--- config.mk ---
export PLATFORM = sky130hd
export DESIGN_NAME = ray_gen_pipe
export DESIGN_NICKNAME = d
export VERILOG_FILES = /design/src/rtl/ray_gen_pipe.sv
export SDC_FILE = /design/constraint.sdc
export NUM_CORES = 2
export LEC_CHECK = 0
export CELL_PAD_IN_SITES_DETAIL_PLACEMENT = 1
export CELL_PAD_IN_SITES_GLOBAL_PLACEMENT = 1
export CORE_MARGIN = 4
export CORE_UTILIZATION = 40
export DETAILED_ROUTE_END_ITERATION = 8
export PLACE_DENSITY_LB_ADDON = 0.15
export SLEW_MARGIN = 10
export SYNTH_ARGS = -nofsm -noshare
export SYNTH_HDL_FRONTEND = slang
export SYNTH_SLANG_ARGS = --single-unit
--- constraint.sdc ---
create_clock -name clk -period 7.7 [get_ports clk]
set_clock_uncertainty 0.1 [all_clocks]
set_input_delay 1.54 -clock clk [delete_from_list [all_inputs] [get_ports clk]]
set_output_delay 1.54 -clock clk [all_outputs]
set_load 0.02 [all_outputs]
--- src/rtl/ray_gen_pipe.sv ---
// Pipelined primary-ray generator. Each instance walks its interleaved share of
// the image (pixels core_id, core_id+num_cores, ...) using incremental x/y
// counters and emits one camera-space ray direction per pixel on a valid/ready
// stream.
module ray_gen_pipe #(
    parameter int unsigned COORD_W   = 12,
    parameter int unsigned DIM_W     = 13,
    parameter int unsigned IDX_W     = 32,
    parameter int unsigned MAX_CORES = 8,
    parameter int unsigned SATURATE  = 0,
    parameter int unsigned CORE_W    = $clog2(MAX_CORES + 1)
) (
    input  logic                      clk,
    input  logic                      reset_n,
    input  logic                      start,
    input  logic                      abort,
    input  logic signed [COORD_W-1:0] cam_dir_x,
    input  logic signed [COORD_W-1:0] cam_dir_y,
    input  logic signed [COORD_W-1:0] cam_dir_z,
    input  logic signed [COORD_W-1:0] cam_right_x,
    input  logic signed [COORD_W-1:0] cam_right_y,
    input  logic signed [COORD_W-1:0] cam_right_z,
    input  logic signed [COORD_W-1:0] cam_up_x,
    input  logic signed [COORD_W-1:0] cam_up_y,
    input  logic signed [COORD_W-1:0] cam_up_z,
    input  logic        [DIM_W-1:0]   image_width,
    input  logic        [DIM_W-1:0]   image_height,
    input  logic        [CORE_W-1:0]  core_id,
    input  logic        [CORE_W-1:0]  num_cores,
    output logic                      out_valid,
    input  logic                      out_ready,
    output logic signed [COORD_W-1:0] ray_dir_x,
    output logic signed [COORD_W-1:0] ray_dir_y,
    output logic signed [COORD_W-1:0] ray_dir_z,
    output logic        [IDX_W-1:0]   pixel_index,
    output logic        [DIM_W-1:0]   pixel_x,
    output logic        [DIM_W-1:0]   pixel_y,
    output logic                      busy,
    output logic                      done,
    output logic                      cfg_err
);

    localparam int unsigned UV_W  = DIM_W + 2;
    localparam int unsigned RW    = COORD_W + DIM_W + 3;
    localparam int unsigned TOT_W = 2 * DIM_W;
    localparam int unsigned CMP_W = ((IDX_W > TOT_W) ? IDX_W : TOT_W) + 1;
    localparam int unsigned CW2_W = DIM_W + CORE_W;

    localparam logic signed [RW-1:0] SAT_MAX = {{(RW - COORD_W + 1){1'b0}}, {(COORD_W - 1){1'b1}}};
    localparam logic signed [RW-1:0] SAT_MIN = ~SAT_MAX;

    typedef enum logic [2:0] {
        S_IDLE,
        S_SETUP,
        S_RUN,
        S_DRAIN,
        S_FIN
    } state_t;

    state_t state_q;

    // Latched frame configuration
    logic signed [COORD_W-1:0] dir_q   [3];
    logic signed [COORD_W-1:0] right_q [3];
    logic signed [COORD_W-1:0] up_q    [3];
    logic        [DIM_W-1:0]   width_q;
    logic        [DIM_W-1:0]   height_q;
    logic        [CORE_W-1:0]  core_q;
    logic        [CORE_W-1:0]  ncores_q;

    // Pixel walk counters
    logic [DIM_W-1:0] x_q;
    logic [DIM_W-1:0] y_q;
    logic [IDX_W-1:0] idx_q;
    logic [TOT_W-1:0] total_q;

    // Stage 1: screen-space offsets
    logic                   s1_valid_q;
    logic [IDX_W-1:0]       s1_idx_q;
    logic [DIM_W-1:0]       s1_x_q;
    logic [DIM_W-1:0]       s1_y_q;
    logic signed [UV_W-1:0] s1_u_q;
    logic signed [UV_W-1:0] s1_v_q;

    // Stage 2: output register
    logic                      out_valid_q;
    logic signed [COORD_W-1:0] ray_q [3];
    logic [IDX_W-1:0]          pix_idx_q;
    logic [DIM_W-1:0]          pix_x_q;
    logic [DIM_W-1:0]          pix_y_q;
    logic                      busy_q;
    logic                      done_q;
    logic                      cfg_err_q;

    logic                      adv_c;
    logic [DIM_W:0]            xn_c;
    logic                      wrap_c;
    logic                      last_c;
    logic [TOT_W-1:0]          total_c;
    logic                      cfg_bad_c;
    logic                      empty_c;
    logic signed [RW-1:0]      r_c   [3];
    logic signed [COORD_W-1:0] ray_c [3];

    // Pipeline advance, counter stepping and configuration checks
    always_comb begin
        adv_c     = !out_valid_q || out_ready;
        xn_c      = (DIM_W + 1)'(x_q) + (DIM_W + 1)'(ncores_q);
        wrap_c    = xn_c >= (DIM_W + 1)'(width_q);
        last_c    = (CMP_W'(idx_q) + CMP_W'(ncores_q)) >= CMP_W'(total_q);
        total_c   = TOT_W'(width_q) * TOT_W'(height_q);
        cfg_bad_c = (width_q == '0) || (height_q == '0) || (ncores_q == '0)
                  || (ncores_q > CORE_W'(MAX_CORES)) || (core_q >= ncores_q)
                  || (CW2_W'(ncores_q) > CW2_W'(width_q));
        empty_c   = CMP_W'(core_q) >= CMP_W'(total_c);
    end

    // Ray direction r = right*u + up*v + dir at full width, then wrap or clamp
    always_comb begin
        for (int i = 0; i < 3; i++) begin
            r_c[i]   = RW'(right_q[i]) * RW'(s1_u_q) + RW'(up_q[i]) * RW'(s1_v_q) + RW'(dir_q[i]);
            ray_c[i] = COORD_W'(r_c[i]);
            if (SATURATE != 0) begin
                if (r_c[i] > SAT_MAX) begin
                    ray_c[i] = COORD_W'(SAT_MAX);
                end else if (r_c[i] < SAT_MIN) begin
                    ray_c[i] = COORD_W'(SAT_MIN);
                end
            end
        end
    end

    // Control FSM, counters and both pipeline stages
    always_ff @(posedge clk) begin
        if (!reset_n) begin
            state_q     <= S_IDLE;
            width_q     <= '0;
            height_q    <= '0;
            core_q      <= '0;
            ncores_q    <= '0;
            x_q         <= '0;
            y_q         <= '0;
            idx_q       <= '0;
            total_q     <= '0;
            s1_valid_q  <= 1'b0;
            s1_idx_q    <= '0;
            s1_x_q      <= '0;
            s1_y_q      <= '0;
            s1_u_q      <= '0;
            s1_v_q      <= '0;
            out_valid_q <= 1'b0;
            pix_idx_q   <= '0;
            pix_x_q     <= '0;
            pix_y_q     <= '0;
            busy_q      <= 1'b0;
            done_q      <= 1'b0;
            cfg_err_q   <= 1'b0;
            for (int i = 0; i < 3; i++) begin
                dir_q[i]   <= '0;
                right_q[i] <= '0;
                up_q[i]    <= '0;
                ray_q[i]   <= '0;
            end
        end else if (abort && (state_q != S_IDLE)) begin
            state_q     <= S_IDLE;
            s1_valid_q  <= 1'b0;
            out_valid_q <= 1'b0;
            busy_q      <= 1'b0;
            done_q      <= 1'b0;
            cfg_err_q   <= 1'b0;
        end else begin
            done_q    <= 1'b0;
            cfg_err_q <= 1'b0;

            if (adv_c) begin
                s1_valid_q  <= 1'b0;
                out_valid_q <= s1_valid_q;
                if (s1_valid_q) begin
                    pix_idx_q <= s1_idx_q;
                    pix_x_q   <= s1_x_q;
                    pix_y_q   <= s1_y_q;
                    for (int i = 0; i < 3; i++) begin
                        ray_q[i] <= ray_c[i];
                    end
                end
            end

            case (state_q)
                S_IDLE: begin
                    if (start) begin
                        dir_q[0]   <= cam_dir_x;
                        dir_q[1]   <= cam_dir_y;
                        dir_q[2]   <= cam_dir_z;
                        right_q[0] <= cam_right_x;
                        right_q[1] <= cam_right_y;
                        right_q[2] <= cam_right_z;
                        up_q[0]    <= cam_up_x;
                        up_q[1]    <= cam_up_y;
                        up_q[2]    <= cam_up_z;
                        width_q    <= image_width;
                        height_q   <= image_height;
                        core_q     <= core_id;
                        ncores_q   <= num_cores;
                        state_q    <= S_SETUP;
                        busy_q     <= 1'b1;
                    end
                end
                S_SETUP: begin
                    x_q     <= DIM_W'(core_q);
                    y_q     <= '0;
                    idx_q   <= IDX_W'(core_q);
                    total_q <= total_c;
                    if (cfg_bad_c) begin
                        state_q   <= S_FIN;
                        done_q    <= 1'b1;
                        cfg_err_q <= 1'b1;
                    end else if (empty_c) begin
                        state_q <= S_FIN;
                        done_q  <= 1'b1;
                    end else begin
                        state_q <= S_RUN;
                    end
                end
                S_RUN: begin
                    if (adv_c) begin
                        s1_valid_q <= 1'b1;
                        s1_idx_q   <= idx_q;
                        s1_x_q     <= x_q;
                        s1_y_q     <= y_q;
                        s1_u_q     <= UV_W'(x_q) - UV_W'(width_q >> 1);
                        s1_v_q     <= UV_W'(height_q >> 1) - UV_W'(y_q);
                        idx_q      <= idx_q + IDX_W'(ncores_q);
                        if (wrap_c) begin
                            x_q <= DIM_W'(xn_c - (DIM_W + 1)'(width_q));
                            y_q <= y_q + DIM_W'(1);
                        end else begin
                            x_q <= DIM_W'(xn_c);
                        end
                        if (last_c) begin
                            state_q <= S_DRAIN;
                        end
                    end
                end
                S_DRAIN: begin
                    // Final ray sits in the output register and is being taken
                    if (!s1_valid_q && adv_c) begin
                        state_q <= S_FIN;
                        done_q  <= 1'b1;
                    end
                end
                S_FIN: begin
                    state_q <= S_IDLE;
                    busy_q  <= 1'b0;
                end
                default: begin
                    state_q <= S_IDLE;
                    busy_q  <= 1'b0;
                end
            endcase
        end
    end

    assign out_valid   = out_valid_q;
    assign ray_dir_x   = ray_q[0];
    assign ray_dir_y   = ray_q[1];
    assign ray_dir_z   = ray_q[2];
    assign pixel_index = pix_idx_q;
    assign pixel_x     = pix_x_q;
    assign pixel_y     = pix_y_q;
    assign busy        = busy_q;
    assign done        = done_q;
    assign cfg_err     = cfg_err_q;

endmodule

* Yosys cells after proc, flatten, opt, wreduce, memory -nomap -nowiden
Memory sizes are Yosys's and may differ from the RTL's.
Cells that the tools add are included.
W data, S select, Z words.
** Word-level totals
- Register bits :: 270
- RAM bits :: 144
- Input port bits :: 147
- Output and inout bits :: 98
- Word-level logic and storage cells :: 151
- Memories kept :: 4
** Operators by class
- Add/subtract/negate cells :: 13
- Multiply operators :: 7
- $lt $le $gt $ge :: 6
- Eq/ne operators :: 8
- Muxes and demuxes :: 48
- Bitwise gates (word level) :: 16
- Reductions and logical operators :: 27
** Memory list
- dir_q :: words 3, bits a word 12, read ports 3, clocked after Yosys merged registers in 0, write ports 3, line 63 : logic signed [COORD_W-1:0] dir_q [3];
- ray_q :: words 3, bits a word 12, read ports 3, clocked after Yosys merged registers in 0, write ports 3, line 87 : logic signed [COORD_W-1:0] ray_q [3];
- right_q :: words 3, bits a word 12, read ports 3, clocked after Yosys merged registers in 0, write ports 3, line 64 : logic signed [COORD_W-1:0] right_q [3];
- up_q :: words 3, bits a word 12, read ports 3, clocked after Yosys merged registers in 0, write ports 3, line 65 : logic signed [COORD_W-1:0] up_q [3];
** Operators with widths (count)
- $mux W12 :: 12
- $mul A12 B14 Y12 :: 6
- $add A12 B12 Y12 :: 6
- $pmux W32 S2 :: 1
- $mux W13 :: 4
- $pmux W13 S2 :: 2
- $add A32 B4 Y33 :: 1
- $ge A33 B26 Y1 :: 1
- $add A32 B4 Y32 :: 1
- $mux W32 :: 1
- $ge A4 B26 Y1 :: 1
- $logic_not A13 Y1 :: 2
- $mul A13 B13 Y26 :: 1
- $mux W1 :: 19
- $mux W3 :: 6
- $add A13 B4 Y14 :: 1
- $ge A14 B13 Y1 :: 1
- $sub A12 B13 Y14 :: 1
- $sub A13 B12 Y14 :: 1
- $add A13 B1 Y13 const B :: 1
- $gt A4 B13 Y1 :: 1
- $sub A13 B13 Y13 :: 1
- $or A1 B1 Y1 :: 12
- $pmux W3 S4 :: 1
- other kinds (19) :: 41

* Longest topological paths before layout
- Depth after elaboration :: 8
- Gate-level depth with buffers :: 24

* Least setup slack after synthesis
Ideal clock, no wire load.
- Path type :: reg2reg
- Start point :: register s1_v_q[5]
- End point :: memory ray_q[0][11] (data pin)
- Data arrival time :: 5933 ps
- Data required time :: 7334 ps
- Slack :: 1401 ps
- Stages on the path, launching flop included :: 25
- Buffers on the path :: 2
- Path through :: dfxtp_1 clkbuf_1 clkbuf_1 nand2_1 fa_1 inv_1 fa_1 inv_1 fa_1 inv_1 fa_1 inv_1 fa_1 fa_1 inv_1 fa_1 xnor2_1 xnor2_1 xnor2_1 xnor2_1 xnor2_1 xnor2_1 xnor2_1 xnor2_1 nor2_1
** RTL lines
- start, declared :: line 83 : logic signed [UV_W-1:0] s1_v_q;
- start signal, assigned :: line 231 : s1_v_q <= UV_W'(height_q >> 1) - UV_W'(y_q);
- end, declared :: line 87

* Worst setup path after layout
- Start point :: register width_q[8]
- End point :: register state_q[1]
** Between the ends
- Longest elaborated chain between the ends :: 8
- Elaborated cells between the ends (all ways) :: 12
** Ends and longest elaborated chain
- start, declared :: line 66 : logic [DIM_W-1:0] width_q;
- start signal, assigned :: line 200 : width_q <= image_width;
- parallel branches: the longest is 6 deep, another holds $mul A13 B13 Y26
- $mux W3 * :: line 213 : if (cfg_bad_c) begin
- $pmux W3 S4 * :: line 188 : case (state_q)
- end signal, assigned :: line 214 : state_q <= S_FIN;
- end signal, assigned :: line 218 : state_q <= S_FIN;
- end signal, assigned :: line 221 : state_q <= S_RUN;
- end, declared :: line 60 : state_t state_q;
Mark *: on every way between the ends.
A chain may end at the register's enable or synchronous reset.

==> key figures <==
Outcome
  – Outcome: finished, final reports clean

STA
  – Count of final hold-check violations: 0
  – Setup repair after global routing missed its margin: false
  – Worst hold margin: 354 ps
  – Time the worst path needs with I/O delays and setup: 6640 ps
  – Part of the cycle the worst path needs: 86.3%
  – Max Transition Viols Final: 0
  – Max Fclk: 0.151 GHz
  – Worst-margin pin slew: 1160 ps
  – Sum of negative setup slack: 0 ps
  – Total setup violations reported at the end of the flow: 0
  – Relative slew slack: 22.6%
  – Worst setup margin: 1060 ps

Yosys
  – Fraction of the mapped netlist area in adder cells: 34.4%
  – Dominant synthesized flop cell: sky130_fd_sc_hd__dfxtp_1
  – Flops & latches, synth: 410
  – Mux share of post-synthesis cell area: 0.263%
  – Synthesized area per cell: 9.03 µm²
  – Sequential fraction of the synthesis area: 25.3%
  – Number of flops mapped to enable cells by yosys: 144
  – Post-synth net total: 5162
  – Dominant cell type by area after synthesis: sky130_fd_sc_hd__fa_1
  – Number of instances in the synthesized netlist: 4223
  – Largest family of logic cells by synthesized area: adder cells
  – Count of different cell masters after synthesis: 74
  – Share of the synthesized area in the top cell type: 22.4%
  – Async S/R FF share, synth: 0%
  – Synthesized-area fraction occupied by ao, oa, aoi and oai cells: 8.43%
  – Number of synthesis warnings: 0
  – Area share of xor/xnor cells in the synthesized design: 6.11%
  – Post-synthesis instance area: 38100 µm²
  – Simple-gate area share of the yosys netlist: 16.3%
  – Biggest area contributors in the synthesized netlist: sky130_fd_sc_hd__fa_1, sky130_fd_sc_hd__dfxtp_1, sky130_fd_sc_hd__ha_1, sky130_fd_sc_hd__edfxtp_1, sky130_fd_sc_hd__inv_1

Clock tree
  – CTS Hold Bufs: 0
  – Clk root buf: sky130_fd_sc_hd__clkbuf_16
  – Clock tree from TritonCTS: yes
  – Number of cells upsized or downsized after cts: 0
  – Clock-pin slew on the worst setup and hold paths: 60 ps
  – Count of buffers added by post-CTS timing repair for setup: 0
  – Maximum clock insertion buffer count: 3
  – Sinks on the clock net: 410
  – Source-to-sink clock delay at the later pin of the worst-skew pair: 670 ps
  – Clock buffer count from CTS: 52
  – H-tree depth reported by CTS: 2

Drt
  – Number of DRC markers in iteration 0: 1272
  – Post-detailed-route count of antenna-violating nets: 0
  – Routed wire length per instance: 20.6 µm
  – Vias per cell: 5.07
  – DRC: 0
  – 1st-pass router iterations: 5
  – WL final: 116 mm
  – Via total after detailed routing: 28662

Place
  – GP Congestion: 0.865
  – Hpwl dp: 90.4 mm
  – Count of input and output buffers: 244
  – Placed Instance Area: 41600 µm²
  – Placed Instances: 5555
  – Pre-CTS setup slack: 1040 ps

Cells and area
  – Final standard cell area without fillers: 43400 µm²
  – Multi-input gate area in the final layout: 25000 µm²
  – Filler Cell Count: 10765
  – Most common cell after layout, fill and taps aside: sky130_fd_sc_hd__inv_1
  – Final cell count without fillers: 5651
  – FF/Latch Area: 9650 µm²
  – Fin nets: 5294
  – Number of diodes added for antenna fixing: 0
  – Post-synthesis to final-layout area growth: 13.8%
  – Util after Layout: 46.2%
  – Fraction of final layout cells with drive strength greater than 1: 3.64%
  – Highest-count cells in the layout ignoring fill and taps: sky130_fd_sc_hd__inv_1, sky130_fd_sc_hd__nand2_1, sky130_fd_sc_hd__fa_1

Global route
  – Largest net degree at the start of global routing: 87
  – Overflow left after global routing: 0
  – Total routing usage reported by global routing: 23.5%
  – Initial antenna violation count: 1
  – Wire length of the first global-routing pass: 182 mm
  – Via count of the first global-routing pass: 31486

Die
  – Core ar.: 93900 µm²
  – I/O pin count: 245
  – Starting density of the core: 40.6%
  – Row cnt: 112
  – Vertical die dimension: 317 µm
  – Die Outline Area: 100000 µm²
  – Floorplan die width: 317 µm

Worst setup path
  – Top fanout value on the critical path: 13
  – Delay-heaviest family, CP: adder cells
  – Highest cell delay on the worst timing path: 760 ps
  – Combined buffer and inverter count along the critical path: 5
  – Startpoint-to-endpoint class of the critical path: flip-flop to flip-flop
  – Nature of the critical path startpoint: flip-flop
  – Required @ worst endpoint: 8140 ps
  – Endpoint type of the worst setup path: flip-flop
  – Register-to-register path setup slack: 1060 ps
  – CP Cell Sequence: inv_1, nor2_1, fa_1, inv_1, fa_1, inv_1, fa_1, fa_1, inv_1, fa_1, inv_1, ha_1, a21oi_1, o211ai_1, a21oi_1, o41ai_1, a31oi_1, xor2_1, o211a_1, nand4_1, o211ai_1, a21oi_1
  – CP max-delay cell: sky130_fd_sc_hd__dfxtp_1
  – Data arrival at the endpoint of the critical path: 7090 ps

Power
  – Net switching power: 3.06 mW
  – Static Leak: 19.2 nW
  – Share of power burned in registers: 37.1%
  – Switching part of the total: 38.2%
  – Share of power burned in the clock network: 31.0%
  – Power Density: 184 nW/µm²
  – Highest ir drop seen on vdd: 0.170 mV
  – Cell internal pwr: 4.94 mW
  – Logic pwr share: 31.8%
  – Power, Total: 7.99 mW

Job
  – Count of maximum capacitance violations: 0

Hold path
  – Worst hold path class: flip-flop to flip-flop
-- cell usage after synthesis, drive strengths merged (5+ instances only) --
cell     number
inv         694
nand2       680
fa          426
ha          366
and2        306
dfxtp       266
xnor2       203
clkbuf      192
a21oi       185
nor2        184
edfxtp      144
o21ai        78
a22o         73
xor2         63
nand3        45
a21o         41
nor3         29
buf          19
nand4        19
nor2b        18
o21bai       17
a211oi       16
a22oi        16
or3          14
nand2b       12
nor4         11
a2111oi      10
mux2i        10
a21boi        9
a31oi         7
and3          7
nor3b         7
o211ai        7
a31o          5
o41ai         5
-- final timing paths --
path / from / end / cells past startpoint
hold / removal: s1_y_q[11] / s1_y_q[11] / 2
hold reg to reg: s1_y_q[11] / s1_y_q[11] / 2
setup / recovery: width_q[8] / state_q[1] / 22
setup reg to reg: width_q[8] / state_q[1] / 22
-- routing by layer --
metal	vias up	share of wire [%]	track usage, %
li1	13522	-	-
met1	14532	42	28.8
met2	445	52	43.5
met3	163	3.3	2.66
met4	0	3.2	7.01
met5	-	0	0
-- power by group through the flow --
stage / Clock, mW / Combinational [mW] / Sequential (mW)
6_report: 2.48 / 2.54 / 2.97
5_1_grt: 2.64 / 2.90 / 3.00
4_1_cts: 2.56 / 2.60 / 2.97
3_5_place_dp: 0 / 2.57 / 3.00
3_3_place_gp: 0 / 2.53 / 3.01
2_1_floorplan: 0 / 1.92 / 2.69
-- tightest hold or removal path: stages (launching register included) --
cell	delay, ps
sky130_fd_sc_hd__dfxtp_1	310
sky130_fd_sc_hd__nand2_1	50
sky130_fd_sc_hd__a21oi_1	50
-- logic make-up after synthesis --
family / after synthesis
AOI/OAI and AO/OA: 494
xor gates and xnor gates: 266
adders and majority gates: 792
buffers and inverters: 906
DFF: 410
muxes: 10
and+or+nand+nor: 1345
-- final cells by class --
type	count	share of cell area [%]
timing repair buffer	289	6.41
inverter	695	6.03
multi-input combinational	2907	57.7
clock buffer	70	3.46
sequential	410	22.2
clock inverter	26	0.571
tap	1254	3.62
-- sequential cells by signal (all words and copies together), names as in the netlist, 3 cells and up, named ones only --
name,flops
ray_q,36
y_q,13
state_q,3
s1_y_q,13
s1_idx_q,32
pixel_x,13
ncores_q,4
s1_u_q,12
pixel_index,32
width_q,13
total_q,26
height_q,13
core_q,4
s1_v_q,12
up_q,36
dir_q,36
right_q,36
pixel_y,13
s1_x_q,13
x_q,13
idx_q,32
Power figures use the tool's default switching activity.
